==> src/rtl/output_deskewer.sv <==
// -----------------------------------------------------------------------------
// output_deskewer
//
// Receive end of the systolic-array datapath, at the south edge of the PE grid.
// Column results leave the array staggered: lane i trails lane 0 by i enabled
// cycles. Each lane is delayed by the complement (MATRIX_SIZE-1-i stages), so a
// whole result row lines up in one cycle. Aligned rows go into a 2-entry FIFO
// and are emitted on a valid/ready interface with a per-tile last marker.
//
// Ports:
//   clk        system clock, rising edge
//   reset      asynchronous, active-high; clears all control state
//   enable_in  advances the delay lines; when low, lines hold, valid_in ignored
//   valid_in   lane-0 element of a new row is present this cycle
//   data_in    skewed lane data, data_in[i] is lane i
//   out_ready  downstream accepts the head row
//   out_valid  FIFO head row is valid
//   out_data   aligned row at the FIFO head, out_data[i] is lane i
//   out_last   head row is row MATRIX_SIZE-1 of the current tile
//   overflow   sticky; an aligned row was dropped because the FIFO was full
// -----------------------------------------------------------------------------
module output_deskewer #(
   parameter int MATRIX_SIZE = 2,
   parameter int DATA_SIZE   = 32
) (
   input  logic                                  clk,
   input  logic                                  reset,
   input  logic                                  enable_in,
   input  logic                                  valid_in,
   input  logic [MATRIX_SIZE-1:0][DATA_SIZE-1:0] data_in,
   input  logic                                  out_ready,
   output logic                                  out_valid,
   output logic [MATRIX_SIZE-1:0][DATA_SIZE-1:0] out_data,
   output logic                                  out_last,
   output logic                                  overflow
);

   localparam int            CW       = (MATRIX_SIZE > 1) ? $clog2(MATRIX_SIZE) : 1;
   localparam logic [CW-1:0] LAST_ROW = CW'(MATRIX_SIZE - 1);

   logic [MATRIX_SIZE-1:0][DATA_SIZE-1:0] aligned;
   logic                                  arriving;

   // ---------------------------------------------------------------------------
   // Lane delay lines: lane i gets MATRIX_SIZE-1-i stages, the last lane none.
   // ---------------------------------------------------------------------------
   for (genvar i = 0; i < MATRIX_SIZE; i++) begin : g_lane
      localparam int D = MATRIX_SIZE - 1 - i;
      if (D == 0) begin : g_direct
         assign aligned[i] = data_in[i];
      end else begin : g_delay
         logic [DATA_SIZE-1:0] stage [D];

         // NOTE: pure datapath storage carries no reset; validity is tracked
         // separately by the valid pipeline, so stale contents are never seen.
         always_ff @(posedge clk) begin
            if (enable_in) begin
               stage[0] <= data_in[i];
               for (int k = 1; k < D; k++) begin
                  stage[k] <= stage[k-1];
               end
            end
         end

         assign aligned[i] = stage[D-1];
      end
   end

   // ---------------------------------------------------------------------------
   // Valid pipeline: tracks the row's lane-0 timing, so a row is "arriving"
   // exactly when its last lane is on data_in and every other lane is aligned.
   // ---------------------------------------------------------------------------
   if (MATRIX_SIZE == 1) begin : g_no_vpipe
      assign arriving = valid_in & enable_in;
   end else begin : g_vpipe
      logic [MATRIX_SIZE-2:0] vpipe;

      always_ff @(posedge clk or posedge reset) begin
         if (reset) begin
            vpipe <= '0;
         end else if (enable_in) begin
            // NOTE: non-blocking assignments make every stage read its
            // neighbour's old value, so the loop order does not matter.
            vpipe[0] <= valid_in;
            for (int k = 1; k < MATRIX_SIZE - 1; k++) begin
               vpipe[k] <= vpipe[k-1];
            end
         end
      end

      assign arriving = vpipe[MATRIX_SIZE-2] & enable_in;
   end

   // ---------------------------------------------------------------------------
   // 2-entry FIFO. A pop frees a slot in the same cycle, so a full FIFO with a
   // simultaneous pop still accepts the arriving row. No empty bypass.
   // ---------------------------------------------------------------------------
   logic [MATRIX_SIZE-1:0][DATA_SIZE-1:0] fifo_mem [2];
   logic                                  wr_ptr;
   logic                                  rd_ptr;
   logic [1:0]                            fifo_count;
   logic [CW-1:0]                         row_cnt;
   logic                                  full;
   logic                                  push;
   logic                                  pop;
   logic                                  drop;

   assign out_valid = (fifo_count != 2'd0);
   assign full      = (fifo_count == 2'd2);
   assign pop       = out_valid & out_ready;
   assign push      = arriving & (~full | pop);
   assign drop      = arriving & full & ~pop;

   always_ff @(posedge clk) begin
      if (push) begin
         fifo_mem[wr_ptr] <= aligned;
      end
   end

   always_ff @(posedge clk or posedge reset) begin
      if (reset) begin
         wr_ptr     <= 1'b0;
         rd_ptr     <= 1'b0;
         fifo_count <= 2'd0;
         row_cnt    <= '0;
         overflow   <= 1'b0;
      end else begin
         if (push) begin
            wr_ptr <= ~wr_ptr;
         end
         if (pop) begin
            rd_ptr <= ~rd_ptr;
            // Row counter tracks the position of the head row within its tile.
            if (row_cnt == LAST_ROW) begin
               row_cnt <= '0;
            end else begin
               row_cnt <= row_cnt + 1'b1;
            end
         end
         case ({push, pop})
            2'b10:   fifo_count <= fifo_count + 2'd1;
            2'b01:   fifo_count <= fifo_count - 2'd1;
            default: fifo_count <= fifo_count;
         endcase
         if (drop) begin
            overflow <= 1'b1;
         end
      end
   end

   assign out_data = fifo_mem[rd_ptr];
   assign out_last = out_valid & (row_cnt == LAST_ROW);

endmodule

==> config.mk <==
export PLATFORM = sky130hd
export DESIGN_NAME = output_deskewer
export DESIGN_NICKNAME = d
export VERILOG_FILES = /design/src/rtl/output_deskewer.sv
export SDC_FILE = /design/constraint.sdc
export NUM_CORES = 1
export LEC_CHECK = 0
export BUFFER_PORTS_ARGS = -buffer_cell sky130_fd_sc_hd__buf_2
export CAP_MARGIN = 5
export CELL_PAD_IN_SITES_DETAIL_PLACEMENT = 1
export CELL_PAD_IN_SITES_GLOBAL_PLACEMENT = 2
export CORE_ASPECT_RATIO = 0.5
export CORE_MARGIN = 5
export CORE_UTILIZATION = 43
export DETAILED_ROUTE_END_ITERATION = 16
export PLACE_DENSITY = 0.88
export SETUP_SLACK_MARGIN = 0.02
export SYNTH_ARGS = -nofsm -noshare
export SYNTH_HDL_FRONTEND = slang
export SYNTH_SLANG_ARGS = --single-unit
==> constraint.sdc <==
create_clock -name clk -period 12.2 [get_ports clk]
set_clock_uncertainty 0.2 [all_clocks]
set_input_delay 1.22 -clock clk [delete_from_list [all_inputs] [get_ports clk]]
set_output_delay 1.22 -clock clk [all_outputs]
set_load 0.1 [all_outputs]
==> flow_summary_export.csv <==
group,metric,value,unit
run_status,status,"finished clean",
critical_path,end_kind,"primary output",
sta,hold_violations,0,
drt,vias,2859,
floorplan,die_area,16860,um2
cts,cts_resized,0,
layout,multi_input_area,1071,um2
floorplan,num_rows,30,
placement,place_congestion,0.6916,
global_route,grt_remaining_overflow,0,
sta,slew_viol_final,0,
min_path,hp-class,"flop to flop",
critical_path,path_cells,"buf_4 > mux2_4 > buf_2",
floorplan,die_w,178.7,um
layout,antenna-diode-count,0,
synth,synth_warnings,0,
critical_path,critPathLaunchType,"flop",
layout,layout_commonest_cell,"edfxtp_1",
sta,rsz0062_at_grt,"no",
sta,tightest_slew,1.150,ns
cts,clock_tree.root_cell,"clkbuf_16",
critical_path,timing.critical_path.slowest_cell_delay,0.84,ns
critical_path,r2r_cells,4,
flow_run,drv_cap,0,
layout,drive_above_1_share,57.58,%
sta,fmax,0.2567,GHz
critical_path,cp-endpoint,"out_data[28]",
drt,dr.pass1.iters,4,
drt,drt-total-wl,11840,um
cts,worstSkewPairLatency,0.41,ns
layout,mostFrequentLayoutCells,"160 x edfxtp_1, 135 x buf_2, 50 x mux2_4, 17 x clkbuf_16, 15 x mux2_2",
global_route,grt_pass1_vias,3201,
critical_path,cp.required,10.78,ns
layout,area_growth,25.33,%
critical_path,critPathSlowestCell,"buf_4",
critical_path,arrival,2.48,ns
sta,fin_crit,3.895,ns
floorplan,initial_core_util,44.54,%
floorplan,die-height,94.36,um
cts,cts_buffers,17,
cts,holdBufCountCts,0,
drt,drcViolationCount,0,
global_route,antenna_found_initial,0,
critical_path,r2r-end,"fifo_mem[0][34]$_DFFE_PP_",
floorplan,io_pins,136,
cts,cts_num_sinks,167,
synth,syn_avg_cell_area,23.72,um2
critical_path,reg2reg_from,"fifo_count[1]$_DFFE_PP0P_",
sta,slew_headroom,23.33,%
placement,place_area,7012,um2
layout,seqCellArea,4984,um2
layout,fin_area,7670,um2
cts,postCtsSetupRepairBufs,0,
sta,final-setup-viol-count,0,
min_path,min_path_cells,0,
drt,drtAntennaViolNets,0,
synth,yosysUniqueCellTypes,17,
placement,dp_hpwl,7759,um
synth,yosysTopAreaCell,"edfxtp_1",
layout,layout.nets,479,
synth,ys_seq_area_share,81.37,%
placement,portBuffers,135,
cts,cts_tree,"done",
cts,htreeDepth,4,
sta,fin_crit_sh,31.93,%
synth,synth-seq-cells,167,
synth,synth_top_area_share,78.51,%
drt,viasPerCell,4.656,
critical_path,r2r_slack,9.81,ns
global_route,grt_pass1_wl,17960,um
floorplan,core,13740,um2
layout,fillers,1272,
cts,cts.reportedPaths.clkPinSlew,0.06,ns
synth,syn-num-nets,328,
synth,syn_area,6120,um2
critical_path,crit_start,"rd_ptr$_DFFE_PP0P_",
drt,drtIter0Drc,150,
synth,synth.area.top_cells,"edfxtp_1 79%, mux2_4 12%, dfrtp_1 2.9%",
cts,cts_buffer_depth,2,
global_route,grt_util_all_layers,14.47,%
drt,avgRoutedWirePerCell,19.29,um
global_route,grt_max_degree,66,
critical_path,critPathKind,"flop to primary output",
critical_path,crit_fanout,65,
sta,tns,0,ns
synth,synthCells,258,
how the worst min path moves through the flow:
stage                           endpoint                                     start  slack, ns
4_1_cts        fifo_mem[1][12]$_DFFE_PP_  g_lane[0].g_delay.stage[0][12]$_DFFE_PP_       0.25
2_1_floorplan   fifo_mem[0][0]$_DFFE_PP_   g_lane[0].g_delay.stage[0][0]$_DFFE_PP_       0.22
3_5_place_dp   fifo_mem[0][12]$_DFFE_PP_  g_lane[0].g_delay.stage[0][12]$_DFFE_PP_       0.23
6_report       fifo_mem[0][26]$_DFFE_PP_  g_lane[0].g_delay.stage[0][26]$_DFFE_PP_       0.25
5_1_grt         fifo_mem[0][2]$_DFFE_PP_   g_lane[0].g_delay.stage[0][2]$_DFFE_PP_       0.26
3_3_place_gp   fifo_mem[1][26]$_DFFE_PP_  g_lane[0].g_delay.stage[0][26]$_DFFE_PP_       0.22
stage by stage:
step | setup WS (ns) | utilization [%] | hold WS (ns) | cells
after floorplan | 7.401 | - | 0.2215 | 258
after global placement | 8.650 | 51.04 | 0.2219 | 582
after detailed placement | 8.573 | 51.04 | 0.2335 | 582
after CTS | 8.249 | 55.83 | 0.2470 | 614
after global routing | 8.193 | 55.83 | 0.2623 | 614
final | 8.305 | 55.83 | 0.2485 | 614
cell type report:
cell class,instances,area share (%)
Clock buffer,17,5.546
Clock inverter,15,3.034
Tap cell,192,3.132
Inverter,3,0.1468
Timing Repair Buffer,139,9.201
Multi-Input combinational cell,81,13.96
Sequential cell,167,64.98
kinds of logic after synthesis:
family	after synthesis	synth area share [%]
flops	167	81.37
mux	65	15.03
buf+inv	10	1.370
simple gates	8	1.022
xor+xnor	6	0.8587
compound gates	1	0.1431
fa+ha+maj	1	0.2044
critical path, delay by kind of cell, from the launching register on:
kind / cells / cell delay [ns]
DFF: 1 / 0.40
buffers and inverters: 2 / 1.27
muxes: 1 / 0.32
synthesized netlist by cell type:
master / instances
nor2_1: 3
a31o_2: 1
or2_1: 1
and2_1: 1
inv_1: 3
mux2_2: 15
ha_1: 1
nand3b_4: 1
mux2_4: 50
dfrtp_1: 7
nand2_2: 1
buf_6: 6
nor3b_2: 1
buf_2: 1
xor2_1: 1
edfxtp_1: 160
xnor2_1: 5
sequential cells by signal (all words and copies together), names as in the netlist:
| name | cells |
|---|---|
| wr_ptr | 1 |
| rd_ptr | 1 |
| fifo_count | 2 |
| g_vpipe.vpipe | 1 |
| overflow | 1 |
| g_lane.g_delay.stage | 32 |
| row_cnt | 1 |
| fifo_mem | 128 |
per-layer routing:
layer	routed length, um	track usage, %
met1	4544	15.94
met4	130	4.850
met5	0	0
met3	489	4.280
met2	6678	27.02
Power is not shown: default switching activity piles up to over one toggle a cycle in this logic, so the estimate is an artifact.
